## src/rtl/mem_io_ctrl.sv

```systemverilog
// Memory-mapped I/O controller: aliased data RAM, a TX FIFO behind OUT_DATA,
// an RX holding register behind IN_DATA, and sticky error flags in STATUS.
module mem_io_ctrl #(
    parameter int unsigned WordSize    = 16,
    parameter int unsigned MemAddrSize = 15,
    parameter int unsigned RamAddrSize = 8,
    parameter int unsigned FifoDepth   = 4
) (
    input  logic                   clk,
    input  logic                   reset,
    input  logic [MemAddrSize-1:0] addressM,
    input  logic [WordSize-1:0]    outM,
    input  logic                   writeM,
    output logic [WordSize-1:0]    inM,
    output logic [WordSize-1:0]    tx_data,
    output logic                   tx_valid,
    input  logic                   tx_ready,
    input  logic [WordSize-1:0]    rx_data,
    input  logic                   rx_strobe
);

    localparam int unsigned PW = $clog2(FifoDepth);
    localparam int unsigned CW = PW + 1;

    localparam logic [MemAddrSize-1:0] ADDR_OUT    = MemAddrSize'(16'h6000);
    localparam logic [MemAddrSize-1:0] ADDR_STATUS = MemAddrSize'(16'h6001);
    localparam logic [MemAddrSize-1:0] ADDR_IN     = MemAddrSize'(16'h6002);

    logic [WordSize-1:0] ram      [2**RamAddrSize];
    logic [WordSize-1:0] fifo_mem [FifoDepth];

    logic [CW-1:0]       cnt_q, cnt_d;
    logic [PW-1:0]       wr_ptr_q, wr_ptr_d;
    logic [PW-1:0]       rd_ptr_q, rd_ptr_d;
    logic                ovf_q, ovf_d;
    logic                ovr_q, ovr_d;
    logic                rx_valid_q, rx_valid_d;
    logic [WordSize-1:0] rx_hold_q, rx_hold_d;

    logic mmio, sel_out, sel_status, sel_in;
    logic ram_we, push_req, push_ok, pop, full, empty;
    logic ovf_evt, ovr_evt, status_clr, rx_ack;

    assign mmio       = addressM[MemAddrSize-1];
    assign sel_out    = (addressM == ADDR_OUT);
    assign sel_status = (addressM == ADDR_STATUS);
    assign sel_in     = (addressM == ADDR_IN);

    assign ram_we     = writeM && !mmio && !reset;
    assign push_req   = writeM && sel_out;
    assign status_clr = writeM && sel_status;
    assign rx_ack     = writeM && sel_in;

    assign empty    = (cnt_q == '0);
    assign full     = (cnt_q == CW'(FifoDepth));
    assign tx_valid = !empty;
    assign tx_data  = tx_valid ? fifo_mem[rd_ptr_q] : '0;
    assign pop      = tx_valid && tx_ready;
    // A pop on the same edge frees a slot, so a push into a full FIFO still lands.
    assign push_ok  = push_req && (!full || pop);
    assign ovf_evt  = push_req && full && !pop;
    assign ovr_evt  = rx_strobe && rx_valid_q && !rx_ack;

    always_comb begin
        cnt_d    = cnt_q;
        wr_ptr_d = wr_ptr_q;
        rd_ptr_d = rd_ptr_q;
        if (push_ok) wr_ptr_d = wr_ptr_q + PW'(1);
        if (pop)     rd_ptr_d = rd_ptr_q + PW'(1);
        case ({push_ok, pop})
            2'b10:   cnt_d = cnt_q + CW'(1);
            2'b01:   cnt_d = cnt_q - CW'(1);
            default: cnt_d = cnt_q;
        endcase
    end

    always_comb begin
        ovf_d      = (status_clr ? 1'b0 : ovf_q) | ovf_evt;
        ovr_d      = (status_clr ? 1'b0 : ovr_q) | ovr_evt;
        rx_valid_d = rx_valid_q;
        rx_hold_d  = rx_hold_q;
        if (rx_strobe && (!rx_valid_q || rx_ack)) begin
            rx_valid_d = 1'b1;
            rx_hold_d  = rx_data;
        end else if (rx_ack) begin
            rx_valid_d = 1'b0;
        end
    end

    always_ff @(posedge clk or posedge reset) begin
        if (reset) begin
            cnt_q      <= '0;
            wr_ptr_q   <= '0;
            rd_ptr_q   <= '0;
            ovf_q      <= 1'b0;
            ovr_q      <= 1'b0;
            rx_valid_q <= 1'b0;
            rx_hold_q  <= '0;
        end else begin
            cnt_q      <= cnt_d;
            wr_ptr_q   <= wr_ptr_d;
            rd_ptr_q   <= rd_ptr_d;
            ovf_q      <= ovf_d;
            ovr_q      <= ovr_d;
            rx_valid_q <= rx_valid_d;
            rx_hold_q  <= rx_hold_d;
        end
    end

    // Storage arrays are not reset; writes are gated off while reset is high.
    always_ff @(posedge clk) begin
        if (ram_we) ram[addressM[RamAddrSize-1:0]] <= outM;
        if (push_ok && !reset) fifo_mem[wr_ptr_q] <= outM;
    end

    always_comb begin
        inM = '0;
        if (!mmio) begin
            inM = ram[addressM[RamAddrSize-1:0]];
        end else if (sel_out) begin
            inM = WordSize'(cnt_q);
        end else if (sel_status) begin
            inM[4:0] = {ovr_q, ovf_q, rx_valid_q, empty, full};
        end else if (sel_in) begin
            inM = rx_hold_q;
        end
    end

endmodule

```

## config.mk

```make
export PLATFORM = sky130hd
export DESIGN_NAME = mem_io_ctrl
export DESIGN_NICKNAME = d
export VERILOG_FILES = /design/src/rtl/mem_io_ctrl.sv
export SDC_FILE = /design/constraint.sdc
export NUM_CORES = 2
export LEC_CHECK = 0
export BUFFER_PORTS_ARGS = -buffer_cell sky130_fd_sc_hd__clkbuf_2
export CORE_UTILIZATION = 56
export CTS_CLUSTER_DIAMETER = 200
export CTS_CLUSTER_SIZE = 25
export DETAILED_ROUTE_END_ITERATION = 7
export GPL_ROUTABILITY_DRIVEN = 0
export GPL_TIMING_DRIVEN = 0
export HOLD_SLACK_MARGIN = 0.15
export PLACE_DENSITY = 0.72
export REMOVE_ABC_BUFFERS = 1
export SYNTH_ARGS = -nofsm -noshare
export SYNTH_HDL_FRONTEND = slang
export SYNTH_MEMORY_MAX_BITS = 65536
export SYNTH_SLANG_ARGS = --single-unit
```

## constraint.sdc

```tcl
create_clock -name clk -period 2.9 [get_ports clk]
set_clock_uncertainty 0.05 [all_clocks]
set_input_delay 0.145 -clock clk [delete_from_list [all_inputs] [get_ports clk]]
set_output_delay 0.145 -clock clk [all_outputs]
set_load 0.005 [all_outputs]
```

**After elaboration in Yosys (flattened, before gate mapping)**

Memory sizes are Yosys's and may differ from the RTL's.
Cells that the tools add are included.

- Memories kept: 2
- Bits of input ports: 52
- Bits in writable memories: 4160
- Bits in registers: 26

Memories:

| memory | words | width | rd ports | clocked after Yosys merged registers in | wr ports | line | RTL |
|---|---|---|---|---|---|---|---|
| ram | 256 | 16 | 1 | 0 | 1 | 29 | `logic [WordSize-1:0] ram [2**RamAddrSize];` |
| fifo_mem | 4 | 16 | 1 | 0 | 1 | 30 | `logic [WordSize-1:0] fifo_mem [FifoDepth];` |

- Add/sub/neg operators: 4
- Bitwise operators: 2
- Mux-type cells: 15
- Reductions and logical operators: 25
- Equal/unequal tests: 6

Operators with widths:

| operator | count |
|---|---|
| $mux W16 | 4 |
| $eq A15 B15 Y1 const B | 3 |
| $logic_and A1 B1 Y1 | 13 |
| $mux W11 | 1 |
| $mux W1 | 8 |
| $logic_not A1 Y1 | 7 |
| $pmux W3 S2 | 1 |
| $mux W5 | 1 |
| $add A2 B1 Y2 const B | 2 |
| $reduce_bool A2 Y1 | 2 |
| $add A3 B1 Y3 const B | 1 |
| $eq A3 B3 Y1 const B | 1 |
| $logic_not A3 Y1 | 1 |
| $sub A3 B1 Y3 const B | 1 |
| $eq A2 B1 Y1 const B | 1 |
| $eq A2 B2 Y1 const B | 1 |
| $logic_or A1 B1 Y1 | 2 |
| $or A1 B1 Y1 | 2 |

**Depth between registers and ports, before layout**

- Depth in word-level cells: 8
- Depth in mapped cells: 14
- Depth with buffers taken out: 9

**Least setup slack after synthesis**

No wires, ideal clock.

- Path kind: input to register
- From: in addressM[1]
- To: mem ram[99][0], enable pin
- Setup slack: -0.231 ns
- Cell stages on the path: 10
- Data required time: 2.462 ns
- Data arrival time: 2.693 ns
- Setup time: 0.388 ns
- Path buffers: 7
- Cells stage by stage: buf_2 -> buf_4 -> buf_2 -> buf_2 -> buf_2 -> clkbuf_1 -> and3_1 -> nand2_1 -> clkbuf_1 -> nor2_1

RTL lines:

| what | line | RTL |
|---|---|---|
| start, declared | 11 | `input logic [MemAddrSize-1:0] addressM,` |
| end, declared | 29 |  |

No word-level cell before the write port.

**Worst setup path after layout**

- From: mem ram[25][11]
- To: out inM[11]

- Longest elaborated chain between the ends: 2

RTL lines:

| what | line | RTL |
|---|---|---|
| $mem_v2 Z256 W16 | - |  |
| $mux W16 | 118 | `if (!mmio) begin` |
| end, declared | 14 | `output logic [WordSize-1:0] inM,` |

Every way passes these cells.

==> results.json <==
{
  "gr-usage-met1_pct": 39.2,
  "core_um2": 288000,
  "rsz0062_at_grt": "true",
  "nets": 8038,
  "cts_buffers": 193,
  "crit_type": "reg2out",
  "antenna_found_initial": 14,
  "crit_end": "inM[11]",
  "rows": 197,
  "synth-seq-area-share_pct": 77.3,
  "hold_viol": 0,
  "layout_setup_ws_ns": -1.25,
  "drtIter0Drc": 12200,
  "avgSynthCellArea_um2": 21.3,
  "layout_common_cells": "edfxtp_1 (4160), mux4_2 (869), mux2i_1 (513)",
  "startpoint": "ram[25][11]$_DFFE_PP_",
  "cap_viol_max_count": 0,
  "drive_gt1_share_pct": 27.0,
  "finalSetupViolations": 697,
  "reg2reg_depth": 8,
  "r2r_start": "cnt_q[2]$_DFFE_PP0P_",
  "netlist_instances": 7642,
  "end_kind": "output port",
  "hpwl_um": 249000,
  "track_usage_pct": 29.0,
  "final_common_cell": "edfxtp_1",
  "io-pin-count": 85,
  "p_per_area_nw_per_um2": 574,
  "crit_chain": "mux2i_1 > o22ai_2 > nor4_4 > nand4_1 > o221ai_2 > o211ai_1 > o21a_2 > clkbuf_2",
  "synth_area_um2": 162000,
  "synthFlopType": "edfxtp_1",
  "drv_slew": 0,
  "met2_usage_pct": 45.3,
  "fillers": 18500,
  "cts.sinks": 4186,
  "finalWirelength_um": 425000,
  "wire_per_inst_um": 36.0,
  "required_ns": 2.71,
  "slowest_delay_ns": 0.58,
  "relSlewSlack_pct": 2.15,
  "r2r_setup_slack_ns": 0.46,
  "timing.fmax_mhz": 241,
  "remaining_drc_errors": 3,
  "fin_util_pct": 63.1,
  "path_clk_slew_ns": 0.10,
  "p_leak_nw": 56.7,
  "numPortBuffers": 84,
  "grt_overflow": 0,
  "cp_slowest_cell": "o211ai_1",
  "cp.arrival_ns": 3.95,
  "violations": "DRC, setup timing",
  "die_w_um": 541,
  "min_period_over_period_pct": 143,
  "async_flop_share_pct": 0.621,
  "clockBufferDepth": 4,
  "outcome": "finished with violations",
  "dieHeight_um": 541,
  "top_usage_layer": "met2",
  "worst_pin_slew_ns": 1.46,
  "start_util_pct": 56.4,
  "vdd_ir_drop_max_uv": 577,
  "grt_pass1_vias": 79800,
  "grt_max_degree": 156,
  "reg2reg_to": "cnt_q[2]$_DFFE_PP0P_",
  "antenna_left": 0,
  "fin_crit_ns": 4.15,
  "via_per_inst": 6.88,
  "dr.pass1.iters": 8,
  "cp-start-kind": "flip-flop",
  "ys_types": 72,
  "h-tree-depth": 4,
  "holdWs_ns": 0.267,
  "root_buffer": "clkbuf_16",
  "num_vias": 81200,
  "cp_max_fo": 2,
  "grt_use_met3_pct": 6.73,
  "die_area_um2": 292000,
  "hold_class": "in2reg",
  "synth_edf_count": 4160,
  "ys.warnings.count": 0,
  "cts_tree": "done",
  "grt_pass1_wl_um": 595000,
  "insertion_delay_ns": 0.91,
  "synth-seq-cells": 4186,
  "syn_to_final_growth_pct": 12.0
}
==> stage by stage <==
stage	worst slack [ns]	cell area [um2]	power, W	setup TNS [ns]	std cells
4_1_cts	-1.21	181000	0.104	-84.74	11800
2_1_floorplan	-2.48	160000	0.0708	-43.42	7192
3_3_place_gp	-42.95	165000	0.0786	-	11100
5_1_grt	-1.23	182000	0.107	-86.68	11800
3_5_place_dp	-3.61	171000	0.0748	-7952.82	11300
6_report	-1.25	182000	0.104	-81.58	11800
==> worst max-delay path: cells and delay by family, from the launching register on <==
family                 cells  cell delay, ns
AND/OR/NAND/NOR            2            0.79
flip-flops                 1            0.37
AO/OA/AOI/OAI              4            1.55
multiplexers               1            0.20
buffers and inverters      1            0.13
==> cell usage after synthesis, types with 9 or more instances <==
master	n	area share, %
nand3_1	147	0.45
o21a_1	9	0.042
a2111oi_2	9	0.083
nor4_1	38	0.15
a22oi_1	168	0.78
nor2_1	314	0.73
and3_1	9	0.035
inv_1	13	0.030
a31oi_1	18	0.069
o22ai_1	94	0.36
buf_1	50	0.12
mux2i_1	522	3.2
a21oi_1	104	0.32
edfxtp_1	4160	77
buf_6	67	0.46
nor2b_1	35	0.13
nand2b_1	17	0.065
a211oi_1	13	0.060
nand4_1	78	0.30
o2111ai_1	10	0.054
a21boi_0	24	0.11
dfrtp_1	26	0.40
o221ai_1	12	0.065
mux4_2	869	12
and2_1	31	0.12
buf_4	53	0.24
mux2_2	74	0.51
clkbuf_1	181	0.42
a221oi_1	12	0.065
o211ai_1	15	0.069
nand2_1	204	0.47
o21ai_0	42	0.13
a22o_1	33	0.18
buf_2	96	0.30
nor3_1	16	0.049
==> flip-flops by register name (all words and copies together) (netlist names) <==
| register | flops |
|---|---|
| rx_valid_q | 1 |
| fifo_mem | 64 |
| ovf_q | 1 |
| rd_ptr_q | 2 |
| ovr_q | 1 |
| rx_hold_q | 16 |
| ram | 4096 |
| cnt_q | 3 |
| wr_ptr_q | 2 |
==> worst min path at each step <==
stage,from,end,slack (ns),cells past startpoint
floorplan,reset,cnt_q[0]$_DFFE_PP0P_,0.14,1
global placement,rx_data[13],rx_hold_q[13]$_DFFE_PP0P_,0.33,2
detailed placement,rx_data[9],rx_hold_q[9]$_DFFE_PP0P_,0.33,2
CTS,tx_ready,cnt_q[2]$_DFFE_PP0P_,0.19,5
global route,outM[7],ram[173][7]$_DFFE_PP_,0.27,2
finish,tx_ready,rd_ptr_q[0]$_DFFE_PP0P_,0.27,4
==> layout make-up <==
type	count	area [um2]	area share (%)
Multi-Input combinational cell	2999	36900	20.3
Antenna cell	11	27.5	0.0151
Timing Repair Buffer	587	9570	5.26
Sequential cell	4186	126000	69.1
Tap cell	3781	4730	2.60
Inverter	14	57.6	0.0316
Clock buffer	217	4940	2.72
Clock inverter	7	91.3	0.0502
==> where the power goes <==
group	switching [W]	internal, W
clock network	0.0176	0.0122
logic	0.00472	0.00312
registers	0.000236	0.0665
total	0.0226	0.0818
==> layer usage <==
metal	up-vias	wire length (um)
met2	5056	201000
met5	-	32
met4	4	22200
met1	42900	155000
li1	32400	-
met3	812	47000
==> cell families (layout without fill, tap and decap cells) <==
kind of cell    after synthesis  after routing  share of synthesized area (%)
simple gates                920            927                           2.66
fa+ha+maj                     5              5                         0.0431
xor+xnor                      6              6                         0.0324
flops                      4186           4186                           77.3
buf+inv                     464            825                           1.60
compound gates              596            596                           2.57
mux                        1465           1465                           15.8
other cells                   0             11                              0
==> what timing repair did <==
item                       in CTS  in global routing
setup endpoints to repair    4192               1693
hold buffers                   61                  0
buffers inserted               76                 11
cloned                         70                  2
pin swaps                      83                 40
resized for setup             266                115
hold endpoints to repair     2407                  0
Note: power is estimated with default switching activity, not from simulation.
